`src/rtl/wqe_segmenter_pkg.sv`:
```
// Shared WQE field layout and segmenter FSM encodings, also used by the WQE cache.
package wqe_segmenter_pkg;

  localparam int WQE_WRID_LSB = 0;
  localparam int WQE_WRID_W   = 64;
  localparam int WQE_LEN_LSB  = 64;
  localparam int WQE_LEN_W    = 32;
  localparam int WQE_ADDR_LSB = 128;
  localparam int WQE_ADDR_W   = 64;
  localparam int WQE_QPID_LSB = 328;

  typedef enum logic [1:0] {
    SEG_IDLE = 2'd0,
    SEG_WAIT = 2'd1,
    SEG_SEG  = 2'd2
  } seg_state_e;

  // Segment payload size in bytes, one bit wider than any 32-bit WQE length.
  function automatic logic [WQE_LEN_W:0] mtu_bytes(input int mtu_log2);
    return (WQE_LEN_W+1)'(1) << mtu_log2;
  endfunction

endpackage

```
`src/rtl/wqe_segmenter_seg_calc.sv`:
```
// Combinational segment math: current segment length, last flag and the
// address/remaining pair that the next segment starts from.
module seg_calc
  import wqe_segmenter_pkg::*;
#(
  parameter int MTU_LOG2 = 12
) (
  input  logic [WQE_ADDR_W-1:0] addr,
  input  logic [WQE_LEN_W-1:0]  rem,
  output logic [MTU_LOG2:0]     seg_len,
  output logic                  last,
  output logic [WQE_ADDR_W-1:0] next_addr,
  output logic [WQE_LEN_W-1:0]  next_rem
);

  localparam logic [WQE_LEN_W:0] MTU_BYTES = mtu_bytes(MTU_LOG2);

  // A zero remainder also counts as last, so an empty WQE yields one len=0 segment.
  always_comb begin
    last      = ({1'b0, rem} <= MTU_BYTES);
    seg_len   = last ? rem[MTU_LOG2:0] : MTU_BYTES[MTU_LOG2:0];
    next_addr = addr + {{(WQE_ADDR_W-MTU_LOG2-1){1'b0}}, seg_len};
    next_rem  = rem - {{(WQE_LEN_W-MTU_LOG2-1){1'b0}}, seg_len};
  end

endmodule

```
`src/rtl/wqe_segmenter.sv`:
```
// Pops WQEs from the WQE cache and cuts each into MTU-sized segment descriptors
// with a valid/ready handshake toward the packet builder.
module wqe_segmenter
  import wqe_segmenter_pkg::*;
#(
  parameter int WQE_WIDTH    = 512,
  parameter int QP_PTR_WIDTH = 4,
  parameter int MTU_LOG2     = 12
) (
  input  logic                    clk,
  input  logic                    rst_n,
  input  logic                    i_wqe_cache_empty,
  output logic                    o_wqe_cache_rd,
  input  logic                    i_wqe_val,
  input  logic [WQE_WIDTH-1:0]    i_wqe,
  output logic                    o_seg_val,
  input  logic                    i_seg_rdy,
  output logic [QP_PTR_WIDTH-1:0] o_seg_qpn,
  output logic [63:0]             o_seg_wrid,
  output logic [63:0]             o_seg_addr,
  output logic [MTU_LOG2:0]       o_seg_len,
  output logic                    o_seg_first,
  output logic                    o_seg_last,
  output logic                    o_busy
);

  seg_state_e              state;
  logic                    arm_q;
  logic [QP_PTR_WIDTH-1:0] qpn_q;
  logic [WQE_WRID_W-1:0]   wrid_q;
  logic [WQE_ADDR_W-1:0]   addr_q;
  logic [WQE_LEN_W-1:0]    rem_q;
  logic                    first_q;

  logic [MTU_LOG2:0]       calc_len;
  logic                    calc_last;
  logic [WQE_ADDR_W-1:0]   calc_next_addr;
  logic [WQE_LEN_W-1:0]    calc_next_rem;
  logic                    unused_wqe_bits;

  assign unused_wqe_bits = ^i_wqe;

  seg_calc #(
    .MTU_LOG2 (MTU_LOG2)
  ) u_seg_calc (
    .addr      (addr_q),
    .rem       (rem_q),
    .seg_len   (calc_len),
    .last      (calc_last),
    .next_addr (calc_next_addr),
    .next_rem  (calc_next_rem)
  );

  // arm_q holds off the first pop until one full clock edge after reset release.
  assign o_wqe_cache_rd = arm_q && (state == SEG_IDLE) && !i_wqe_cache_empty;
  assign o_seg_val      = (state == SEG_SEG);
  assign o_busy         = (state != SEG_IDLE);
  assign o_seg_qpn      = qpn_q;
  assign o_seg_wrid     = wrid_q;
  assign o_seg_addr     = addr_q;
  assign o_seg_len      = calc_len;
  assign o_seg_first    = o_seg_val && first_q;
  assign o_seg_last     = o_seg_val && calc_last;

  always_ff @(posedge clk or negedge rst_n) begin
    if (!rst_n) begin
      state   <= SEG_IDLE;
      arm_q   <= 1'b0;
      qpn_q   <= '0;
      wrid_q  <= '0;
      addr_q  <= '0;
      rem_q   <= '0;
      first_q <= 1'b0;
    end else begin
      arm_q <= 1'b1;
      case (state)
        SEG_IDLE: begin
          if (o_wqe_cache_rd) state <= SEG_WAIT;
        end
        SEG_WAIT: begin
          if (i_wqe_val) begin
            qpn_q   <= i_wqe[WQE_QPID_LSB +: QP_PTR_WIDTH];
            wrid_q  <= i_wqe[WQE_WRID_LSB +: WQE_WRID_W];
            addr_q  <= i_wqe[WQE_ADDR_LSB +: WQE_ADDR_W];
            rem_q   <= i_wqe[WQE_LEN_LSB +: WQE_LEN_W];
            first_q <= 1'b1;
            state   <= SEG_SEG;
          end
        end
        SEG_SEG: begin
          if (i_seg_rdy) begin
            first_q <= 1'b0;
            if (calc_last) begin
              state <= SEG_IDLE;
            end else begin
              addr_q <= calc_next_addr;
              rem_q  <= calc_next_rem;
            end
          end
        end
        default: state <= SEG_IDLE;
      endcase
    end
  end

endmodule

```
`config.mk`:
```
export PLATFORM = sky130hd
export DESIGN_NAME = wqe_segmenter
export DESIGN_NICKNAME = d
export VERILOG_FILES = /design/src/rtl/wqe_segmenter_pkg.sv /design/src/rtl/wqe_segmenter_seg_calc.sv /design/src/rtl/wqe_segmenter.sv
export SDC_FILE = /design/constraint.sdc
export NUM_CORES = 1
export LEC_CHECK = 0
export ABC_AREA = 1
export CELL_PAD_IN_SITES_DETAIL_PLACEMENT = 1
export CELL_PAD_IN_SITES_GLOBAL_PLACEMENT = 1
export CORE_AREA = 2 2 260 262
export DETAILED_ROUTE_END_ITERATION = 16
export DIE_AREA = 0 0 262 264
export PLACE_DENSITY = 0.64
export SLEW_MARGIN = 20
export SYNTH_ARGS = -nofsm -noshare
export SYNTH_HDL_FRONTEND = slang
export SYNTH_SLANG_ARGS = --single-unit
```
`constraint.sdc`:
```
create_clock -name clk -period 9.2 [get_ports clk]
set_clock_uncertainty 0.1 [all_clocks]
set_input_delay 1.84 -clock clk [delete_from_list [all_inputs] [get_ports clk]]
set_output_delay 1.84 -clock clk [all_outputs]
set_load 0.02 [all_outputs]
```
# Word level (Yosys, flattened, before mapping)
# Index checks and enable logic that the tools add are counted.
[totals]
ff_bits = 168
input_bits = 517
output_inout_bits = 150
word_cells = 46
[op_classes]
n_addsub = 2
order_cmp = 1
eq_ne = 7
mux = 17
reduce_logical = 12
[ops]
columns = ["operator", "count"]
rows = [
  ["64-bit 2-to-1 mux", 3],
  ["64-bit case mux with 2 select lines", 1],
  ["32-bit 2-to-1 mux", 3],
  ["64-bit by 13-bit adder with 64-bit output", 1],
  ["32-bit case mux with 2 select lines", 1],
  ["32-bit by 13-bit less-or-equal comparator with 1-bit output (second input constant)", 1],
  ["32-bit by 13-bit subtractor with 32-bit output", 1],
  ["13-bit 2-to-1 mux", 1],
  ["2-bit 2-to-1 mux", 4],
  ["4-bit AND reduction", 2],
  ["2-bit inequality test (second input constant)", 3],
  ["2-bit case mux with 3 select lines", 1],
  ["1-bit logical AND", 4],
  ["2-bit by 1-bit inequality test with 1-bit output (second input constant)", 2],
  ["2-bit nonzero test", 2],
  ["3-bit AND reduction", 1],
  ["2-bit by 1-bit equality test with 1-bit output (second input constant)", 1],
  ["2-bit equality test (second input constant)", 1],
  ["2-bit logical NOT", 1],
  ["1-bit 2-to-1 mux", 2],
  ["1-bit case mux with 2 select lines", 1],
  ["2-bit AND reduction", 1],
  ["1-bit logical NOT", 1],
]

# Logic depth before layout (Yosys ltp)
# Gate-level depths: netlist of run 1.
[logic_depth]
ltp_word = 6
depth_mapped = 27
ltp_nobuf = 25

# Hierarchy
# Synthesis of run 1 repeated with hierarchy kept, for this count alone.
[hier_totals]
hier_cells = 1707
hier_area_um2 = 11177.0
[by_module_without_submodules]
columns = ["module", "n_inst", "cells_each", "area_each_um2", "seq_area_each_um2"]
rows = [
  ["wqe_segmenter", 1, 1041, 7751.2, 4204.0],
  ["seg_calc", 1, 666, 3425.8, 0.0],
]

# Worst setup path after synthesis of run 1
# No wires, ideal clock.
[synth_timing]
kind = "input port to output port"
from = "input i_wqe_cache_empty"
to = "output o_wqe_cache_rd"
arrival_ps = 2398
required_time_ps = 7260
setup_slack_ps = 4862
stages = 1
path_cell_list = "nor3b_1"
[synth_between]
elab_chain_cells = 2
[synth_lines]
columns = ["item", "line_no", "text"]
rows = [
  ["start, declared", "wqe_segmenter.sv:12", "input logic i_wqe_cache_empty,"],
  ["1-bit logical NOT", "wqe_segmenter.sv:55", "assign o_wqe_cache_rd = arm_q && (state == SEG_IDLE) && !i_wqe_cache_empty;"],
  ["1-bit logical AND", "wqe_segmenter.sv:55", ""],
  ["end, declared", "wqe_segmenter.sv:13", "output logic o_wqe_cache_rd,"],
]
# Every way passes these cells.

# Final worst setup path of run 1
# Same ends and word-level chain as after synthesis.

==> results.txt, run 1 <==
----------------------------------------------------
[Detailed routing]
  Number of vias in the routed layout ... around 11000
  Initial DRC count ... 752
  Total wire length after detailed routing ... 49.4 mm
  Average routed wire per standard cell ... 19.4 um
  Post-detailed-route count of antenna-violating nets ... 0
  DR DRC count ... 0
  Via count normalized by instance count ... 4.32
  Number of search-and-repair iterations in the first detailed-routing pass ... 4

[Global route]
  Total global routing overflow ... 0
  Number of antenna violations at the first check in global routing ... 7
  Total Routing Usage GR ... approximately 14%
  First-pass GRT wire length ... 73.9 mm
  Maximum number of pins on one net before global-route repair ... 111
  Vias in the first global route ... 11524

[Setup path]
  Setup slack of the worst register-to-register path ... 4.23 ns
  Nature of the critical path startpoint ... input pin
  Data arrival time of the critical path ... 3.12 ns
  Required time reported for the critical path endpoint ... 7.26 ns
  Largest stage delay on the critical path ... roughly 0.66 ns
  Library cell contributing the largest single delay on the critical path ... sky130_fd_sc_hd__clkdlybuf4s50_1
  Critical Path, Cell by Cell ... clkdlybuf4s50_1 > nor3b_1 > clkdlybuf4s50_1
  End of the worst register-to-register path ... o_seg_addr[17]$_DFFE_PN0P_
  Buffers and inverters on the worst path ... 2
  Critical path peak fanout ... 2
  Worst flop-to-flop path startpoint ... rem_q[20]$_DFFE_PN0P_
  Number of cells on the worst reg-to-reg path ... 15
  Critical path type ... input pin to output pin
  Critical path's top delay family ... buffers and inverters
  Crit. End Element ... output pin
  Cell with the most instances on the worst path ... sky130_fd_sc_hd__clkdlybuf4s50_1

[Timing]
  Shortest period the worst path allows ... 5.06 ns
  Final clock period utilization by the worst path ... 55.0%
  Maximum clock rate ... 197 MHz
  Headroom to the max-slew limit ... between 10% and 20%
  Worst-Margin Slew ... 1.27 ns
  Slew Limit Fails ... 0
  Total negative slack ... 0 ns
  Final hold vios ... 0
  # setup viols final ... 0
  Setup repair after global routing missed its margin ... no
  Post-route worst setup slack ... 4.14 ns

[Placed design]
  Post-DP HPWL ... 38.6 mm
  Port bufs ... 318
  GPL Wtd Cong ... 0.880
  Pre-CTS setup slack ... 3.83 ns
  Instance area after placement ... 0.0146 sq mm

[Pwr]
  Sequential cell fraction of total power ... 30.8%
  P_sw ... 2.46 mW
  Internal Power ... 2.63 mW
  Worst IR drop on VDD ... 141 uV
  Part of the total power dissipated in the clock network ... 15.6%
  Standby leakage power ... ~6.2 nW
  Total power divided by cell area ... 334 mW/mm^2
  Combinational share of power ... approximately 54%
  Proportion of total power due to net switching ... 48.3%

[Floorplan]
  Total I/O pin count ... around 670
  Area of the core ... 0.0666 sq mm
  Vert. Die Dim ... approximately 260 um
  Effective utilization at floorplan ... around 16%
  Cell Rows ... 95
  Die X-Extent ... 262 um
  Area of the die ... 0.0692 sq mm

[Job]
  Max-cap violations ... 0

[Clock tree]
  Post-CTS Repair Setup Buffers ... 0
  Clock sink count ... 168
  Number of hold buffers added after cts ... 0
  Max H-tree Level ... 4
  Clock root buffer ... sky130_fd_sc_hd__clkbuf_16
  Number of buffers on the longest clock path ... 2
  Clock-pin slew on the worst setup and hold paths ... 0.07 ns
  CTS Buf Count ... 17
  Clock tree from TritonCTS ... built
  Clock latency of the later-clocked register in the worst-skew pair ... 0.50 ns
  Post-cts repair resize count ... 0

[Worst hold path]
  Worst Hold Path EP ... o_seg_wrid[56]$_DFFE_PN0P_
  Launch instance of the worst min-delay path ... o_seg_wrid[56]$_DFFE_PN0P_
  Worst hold stages ... 1
  Worst hold path class ... register to register

[Synth]
  Yosys synthesis warning count ... 0
  Cell area after synthesis ... 0.0105 sq mm
  EDFF count, synth ... 0
  Post-synth top flop ... sky130_fd_sc_hd__dfrtp_1
  Fraction of registers with async set/reset ... 100%
  Sequential cell area fraction in the yosys report ... 40.2%
  Post-synthesis average cell area ... 7.69 sq um
  Synth cell types ... 54
  Post-synthesis cell count ... 1360
  Synthesized flop and latch total ... between 150 and 200

[Final layout]
  Non-Filler Cell Area, Final ... 0.0152 sq mm
  Area Overhead vs Synth ... 45.5%
  Net total in the final layout ... between 2000 and 2500
  Share of post-route cells with drive strength above 1 ... 10.3%

[Status]
  Outcome ... completed

----------------------------------------------------
[cells in the mapped netlist, types with 23 or more instances]
library cell               count  share of area, %
sky130_fd_sc_hd__o21ai_1      40               1.9
sky130_fd_sc_hd__o22ai_1      23               1.4
sky130_fd_sc_hd__clkbuf_1     29               1.0
sky130_fd_sc_hd__nand4_1      33               2.0
sky130_fd_sc_hd__mux2_2       68               7.3
sky130_fd_sc_hd__nor2_1      177               6.4
sky130_fd_sc_hd__nand2_1     269               9.7
sky130_fd_sc_hd__dfrtp_1     168                40
sky130_fd_sc_hd__nand3_1      84               4.0
sky130_fd_sc_hd__inv_1       128               4.6
sky130_fd_sc_hd__a21oi_1      51               2.4
sky130_fd_sc_hd__xor2_1       24               2.0
sky130_fd_sc_hd__o21ai_0      76               3.6
[kinds of logic (layout without fill, tap and decap cells)]
group                      count (synthesis)  after routing  synth area share, %
AOI/OAI and AO/OA                        239            239                 13.2
xor gates and xnor gates                  28             28                 2.35
adders and majority gates                 15             15                 1.87
buffers and inverters                    190            498                 7.17
DFF                                      168            168                 40.2
muxes                                     68             68                 7.32
other                                      1              4               0.0359
and+or+nand+nor                          651            651                 27.9
[layer usage]
layer	up-vias	track usage [%]	part of all wire (%)
met5	-	0	0.13
met4	10	3.76	1.3
met3	39	4.77	8.5
met2	342	20.3	42
met1	5461	20.8	48
li1	5146	-	-
[power by group through the flow]
stage	combinational, mW	sequential, mW	clock (mW)
final	2.73	1.57	0.791
after floorplan	1.23	1.76	0
after CTS	2.74	1.56	0.834
after global placement	2.67	1.54	0
after detailed placement	2.72	1.57	0
after global routing	2.97	1.62	0.856
[per-stage QoR]
stage	util, %	power (mW)	hold WS (ns)	instances
after CTS	22.8	5.14	0.408	2542
after floorplan	-	2.99	0.373	1361
after detailed placement	21.9	4.29	0.392	2510
final	22.9	5.08	0.407	2544
after global routing	22.8	5.45	0.424	2543
after global placement	21.9	4.21	0.386	2510
[worst max-delay path by stage]
stage	end	cells past startpoint	start	slack, ns
after CTS	o_wqe_cache_rd	3	i_wqe_cache_empty	4.11
after global placement	o_seg_addr[41]$_DFFE_PN0P_	9	i_wqe_val	3.88
final	o_wqe_cache_rd	3	i_wqe_cache_empty	4.14
after global routing	o_wqe_cache_rd	3	i_wqe_cache_empty	4.04
after floorplan	o_wqe_cache_rd	1	i_wqe_cache_empty	4.86
after detailed placement	o_seg_addr[41]$_DFFE_PN0P_	9	i_wqe_val	3.83
[flip-flops by register name, indices dropped and copies added (netlist names)]
| signal | flops |
|---|---|
| arm_q | 1 |
| o_seg_qpn | 4 |
| state | 2 |
| o_seg_wrid | 64 |
| first_q | 1 |
| o_seg_addr | 64 |
| rem_q | 32 |
[layout by cell type (no fill, tap or decap), types with 4 or more instances in the layout]
master                            count
sky130_fd_sc_hd__nor2_4               6
sky130_fd_sc_hd__o21ai_1             40
sky130_fd_sc_hd__nor3_1              22
sky130_fd_sc_hd__o211ai_1            19
sky130_fd_sc_hd__nor4_1              16
sky130_fd_sc_hd__inv_1              128
sky130_fd_sc_hd__ha_1                14
sky130_fd_sc_hd__inv_2               10
sky130_fd_sc_hd__nand2_1            268
sky130_fd_sc_hd__buf_4                9
sky130_fd_sc_hd__nor2_1             176
sky130_fd_sc_hd__xor2_1              24
sky130_fd_sc_hd__or2_2                9
sky130_fd_sc_hd__nor2_2               9
sky130_fd_sc_hd__nand2_2              8
sky130_fd_sc_hd__o22ai_1             23
sky130_fd_sc_hd__dfrtp_1            168
sky130_fd_sc_hd__clkdlybuf4s50_1    317
sky130_fd_sc_hd__mux2_2              68
sky130_fd_sc_hd__a21oi_1             51
sky130_fd_sc_hd__nand3_1             84
sky130_fd_sc_hd__clkbuf_16           17
sky130_fd_sc_hd__a31oi_1              7
sky130_fd_sc_hd__nand4_1             33
sky130_fd_sc_hd__nand3_2              4
sky130_fd_sc_hd__xnor2_1              4
sky130_fd_sc_hd__inv_8                4
sky130_fd_sc_hd__o21ai_0             76
[cell type report]
cell class | instances | area [sq um]
repair buffers | 327 | 3250
clock inverters | 15 | 184
fillers | 7973 | 51400
well taps | 873 | 1090
multi-input cells | 1003 | 5520
flip-flops and latches | 168 | 4200
clock buffers | 17 | 425
inverters | 139 | 523
diodes | 2 | 5.00
No activity file was read; power rests on OpenSTA's default activity.
==> inputs of run 2 (changes only) <==
CORE_AREA = 2 2 263 265   (was 2 2 260 262)
DIE_AREA = 0 0 265 267   (was 0 0 262 264)
PLACE_DENSITY = 0.63   (was 0.64)
clock period = 4.8 ns   (was 9.2 ns; I/O delays follow)
==> run 2 against run 1 <==
Sequential power increased by 89%. Routed wire length fell by 1.1%. Largest cell class unchanged. Core utilization fell by 0.42 points. Non-clock buffer count increased by 2. Via count increased by 0.15%. Critical path type is now register to register. Global-route usage shrank 0.60 points. Flip-flop and latch count unchanged. Combinational power increased by 92%.
==> results.txt, run 2 (same netlist as run 1, synthesis figures left out) <==
----------------------------------------------------
[Timing]
  Total negative slack ... 0 ns (unchanged)
  Post-Route Hold Slack ... 0.409 ns (was 0.407 ns)
  # setup viols final ... 0 (unchanged)
  Worst-Margin Slew ... 0.998 ns (was 1.27 ns)
  Slew Limit Fails ... 0 (unchanged)
  Headroom to the max-slew limit ... 33.5% (was 15.1%)
  Shortest period the worst path allows ... 4.38 ns
  Setup repair after global routing missed its margin ... no (unchanged)
  Final clock period utilization by the worst path ... 91.2%
  Maximum clock rate ... 228 MHz
  Final hold vios ... 0 (unchanged)

[Placed design]
  Port bufs ... 318 (unchanged)
  GPL Wtd Cong ... 0.893 (was 0.880)
  Post-DP HPWL ... 38.4 mm (was 38.6 mm)

[Detailed routing]
  Number of vias in the routed layout ... 11015 (was 10998)
  Via count normalized by instance count ... 4.31 (was 4.32)
  DR DRC count ... 0 (unchanged)
  Total wire length after detailed routing ... 48.9 mm (was 49.4 mm)
  Initial DRC count ... 741 (was 752)
  Average routed wire per standard cell ... 19.1 um (was 19.4 um)
  Number of search-and-repair iterations in the first detailed-routing pass ... 5 (was 4)
  Post-detailed-route count of antenna-violating nets ... 0 (unchanged)

[Setup path]
  Critical path peak fanout ... 29 (was 2)
  Buffers and inverters on the worst path ... 2 (unchanged)
  Critical path type ... register to register (was input pin to output pin)
  Required time reported for the critical path endpoint ... 5.13 ns (was 7.26 ns)
  Crit. End Element ... register (was output pin)
  Nature of the critical path startpoint ... register (was input pin)
  Largest stage delay on the critical path ... 0.46 ns (was 0.66 ns)
  Data arrival time of the critical path ... 4.71 ns (was 3.12 ns)
  Critical Path, Cell by Cell ... or2_4 > nor2_4 > nand2_2 > nor2_4 > nand2_4 > inv_2 > nand2_1 > ha_1 > nand2_1 > nor2_1 > inv_1 > nor4_1 > nand2_1 > nand2_1 > nand2_1 > nor2_1 > xor2_1 > nor2_1 > o21ai_1 (was clkdlybuf4s50_1 > nor3b_1 > clkdlybuf4s50_1)
  Library cell contributing the largest single delay on the critical path ... sky130_fd_sc_hd__dfrtp_1 (was sky130_fd_sc_hd__clkdlybuf4s50_1)
  Cell with the most instances on the worst path ... sky130_fd_sc_hd__nand2_1 (was sky130_fd_sc_hd__clkdlybuf4s50_1)
  Critical path's top delay family ... simple AND/OR/NAND/NOR gates (was buffers and inverters)

[Clock tree]
  Clock-pin slew on the worst setup and hold paths ... 0.08 ns (was 0.07 ns)
  Max H-tree Level ... 4 (unchanged)
  Number of hold buffers added after cts ... 0 (unchanged)
  Clock root buffer ... sky130_fd_sc_hd__clkbuf_16 (unchanged)
  Number of buffers on the longest clock path ... 2 (unchanged)
  Clock sink count ... 168 (unchanged)
  Post-cts repair resize count ... 0 (unchanged)
  Clock latency of the later-clocked register in the worst-skew pair ... 0.50 ns (about the same)
  Post-CTS Repair Setup Buffers ... 0 (unchanged)
  CTS Buf Count ... 17 (unchanged)
  Clock tree from TritonCTS ... built (unchanged)

[Final layout]
  Share of post-route cells with drive strength above 1 ... 10.4% (was 10.3%)
  Net total in the final layout ... 2190 (was 2188)
  Leading cell types in the layout, fill and taps excluded ... 317 x sky130_fd_sc_hd__clkdlybuf4s50_1, 268 x sky130_fd_sc_hd__nand2_1, 176 x sky130_fd_sc_hd__nor2_1 (unchanged)
  Most frequent standard cell in the layout excluding fill and tap cells ... sky130_fd_sc_hd__clkdlybuf4s50_1 (unchanged)
  Area Overhead vs Synth ... 45.8% (was 45.5%)

[Floorplan]
  Area of the core ... 0.0680 sq mm (was 0.0666 sq mm)
  Effective utilization at floorplan ... 15.4% (was 15.7%)
  Total I/O pin count ... 667 (unchanged)
  Die X-Extent ... 265 um (was 262 um)
  Vert. Die Dim ... 267 um (was 264 um)
  Cell Rows ... 96 (was 95)
  Area of the die ... 0.0708 sq mm (was 0.0692 sq mm)

[Global route]
  First-pass GRT wire length ... 73.1 mm (was 73.9 mm)
  Vias in the first global route ... 11311 (was 11524)
  Total Routing Usage GR ... 13.8% (was 14.4%)
  Total global routing overflow ... 0 (unchanged)
  Maximum number of pins on one net before global-route repair ... 107 (was 111)
  Number of antenna violations at the first check in global routing ... 5 (was 7)

[Pwr]
  Standby leakage power ... 6.18 nW (was 6.16 nW)
  Total power divided by cell area ... 634 mW/mm^2 (was 334 mW/mm^2)
  Worst IR drop on VDD ... 259 uV (was 141 uV)

[Job]
  Max-cap violations ... 0 (unchanged)

[Worst hold path]
  Worst hold path class ... register to register (unchanged)

[Status]
  Outcome ... completed (unchanged)

----------------------------------------------------
-- run 2: cell count changes in the layout (fill, tap and decap cells not counted), sizes merged --
cell	previous run	this run
buf	9	12
clkinv	4	7
bufinv	2	0
clkinvlp	3	1
clkbuf	18	17
inv	145	146
-- run 2: final cells by class --
| type | count | area, sq um |
|---|---|---|
| Inverter | 139 | 523 |
| Clock inverter | 15 | 175 |
| Antenna cell | 2 | 5.00 |
| Clock buffer | 17 | 425 |
| Timing Repair Buffer | 329 | 3290 |
| Tap cell | 882 | 1100 |
| Multi-Input combinational cell | 1003 | 5520 |
| Sequential cell | 168 | 4200 |
| Fill cell | 8151 | 52700 |
-- run 2: report_power, final --
group	switching, mW	leakage, nW	internal [mW]
Combinational	3.10	3.87	2.14
Sequential	0.845	2.02	2.12
Clock	0.764	0.291	0.705
Total	4.71	6.18	4.96
-- run 2: worst reg2reg max path, stage by stage, from the launching register on --
cell	delay (ns)
sky130_fd_sc_hd__dfrtp_1	0.46
sky130_fd_sc_hd__or2_4	0.28
sky130_fd_sc_hd__nor2_4	0.12
sky130_fd_sc_hd__nand2_2	0.10
sky130_fd_sc_hd__nor2_4	0.15
sky130_fd_sc_hd__nand2_4	0.22
sky130_fd_sc_hd__inv_2	0.24
sky130_fd_sc_hd__nand2_1	0.19
sky130_fd_sc_hd__ha_1	0.41
sky130_fd_sc_hd__nand2_1	0.13
sky130_fd_sc_hd__nor2_1	0.19
sky130_fd_sc_hd__inv_1	0.11
sky130_fd_sc_hd__nor4_1	0.42
sky130_fd_sc_hd__nand2_1	0.10
sky130_fd_sc_hd__nand2_1	0.29
sky130_fd_sc_hd__nand2_1	0.19
sky130_fd_sc_hd__nor2_1	0.17
sky130_fd_sc_hd__xor2_1	0.26
sky130_fd_sc_hd__nor2_1	0.08
sky130_fd_sc_hd__o21ai_1	0.12
-- run 2: routing by layer --
layer	vias up	wire length, um	GRT usage, %
met3	29	3310	3.87
met4	6	470	3.48
met1	5485	24500	20.2
met2	335	20600	19.7
met5	-	41	0
li1	5160	-	-
-- run 2: worst paths after layout --
kind | start | to | slack (ns) | cells after the start
hold / removal | o_seg_wrid[37]$_DFFE_PN0P_ | o_seg_wrid[37]$_DFFE_PN0P_ | 0.41 | 1
hold reg to reg | o_seg_wrid[37]$_DFFE_PN0P_ | o_seg_wrid[37]$_DFFE_PN0P_ | 0.41 | 1
setup / recovery | rem_q[21]$_DFFE_PN0P_ | o_seg_addr[33]$_DFFE_PN0P_ | 0.42 | 19
setup reg to reg | rem_q[21]$_DFFE_PN0P_ | o_seg_addr[33]$_DFFE_PN0P_ | 0.42 | 19
max in group asynchronous | rst_n | o_seg_wrid[7]$_DFFE_PN0P_ | 3.11 | 2
min in group asynchronous | rst_n | o_seg_addr[5]$_DFFE_PN0P_ | 0.43 | 1
-- run 2: metrics by stage --
step / area, sq um / power [mW] / setup slack, ns / cells / util [%]
5_1_grt: 15200 / 10.4 / 0.0945 / 2553 / 22.4
4_1_cts: 15200 / 9.78 / 0.471 / 2553 / 22.4
3_5_place_dp: 14600 / 8.23 / 0.501 / 2521 / 21.5
3_3_place_gp: 14600 / 8.10 / 0.602 / 2521 / 21.5
2_1_floorplan: 10500 / 5.74 / 1.03 / 1361 / -
6_report: 15300 / 9.67 / 0.423 / 2555 / 22.4
==> inputs of run 3 (changes only) <==
CAP_MARGIN = 20   (was unset)
==> results of run 3 <==
Same layout as run 2: the final DEF is identical, and so are final timing and power.
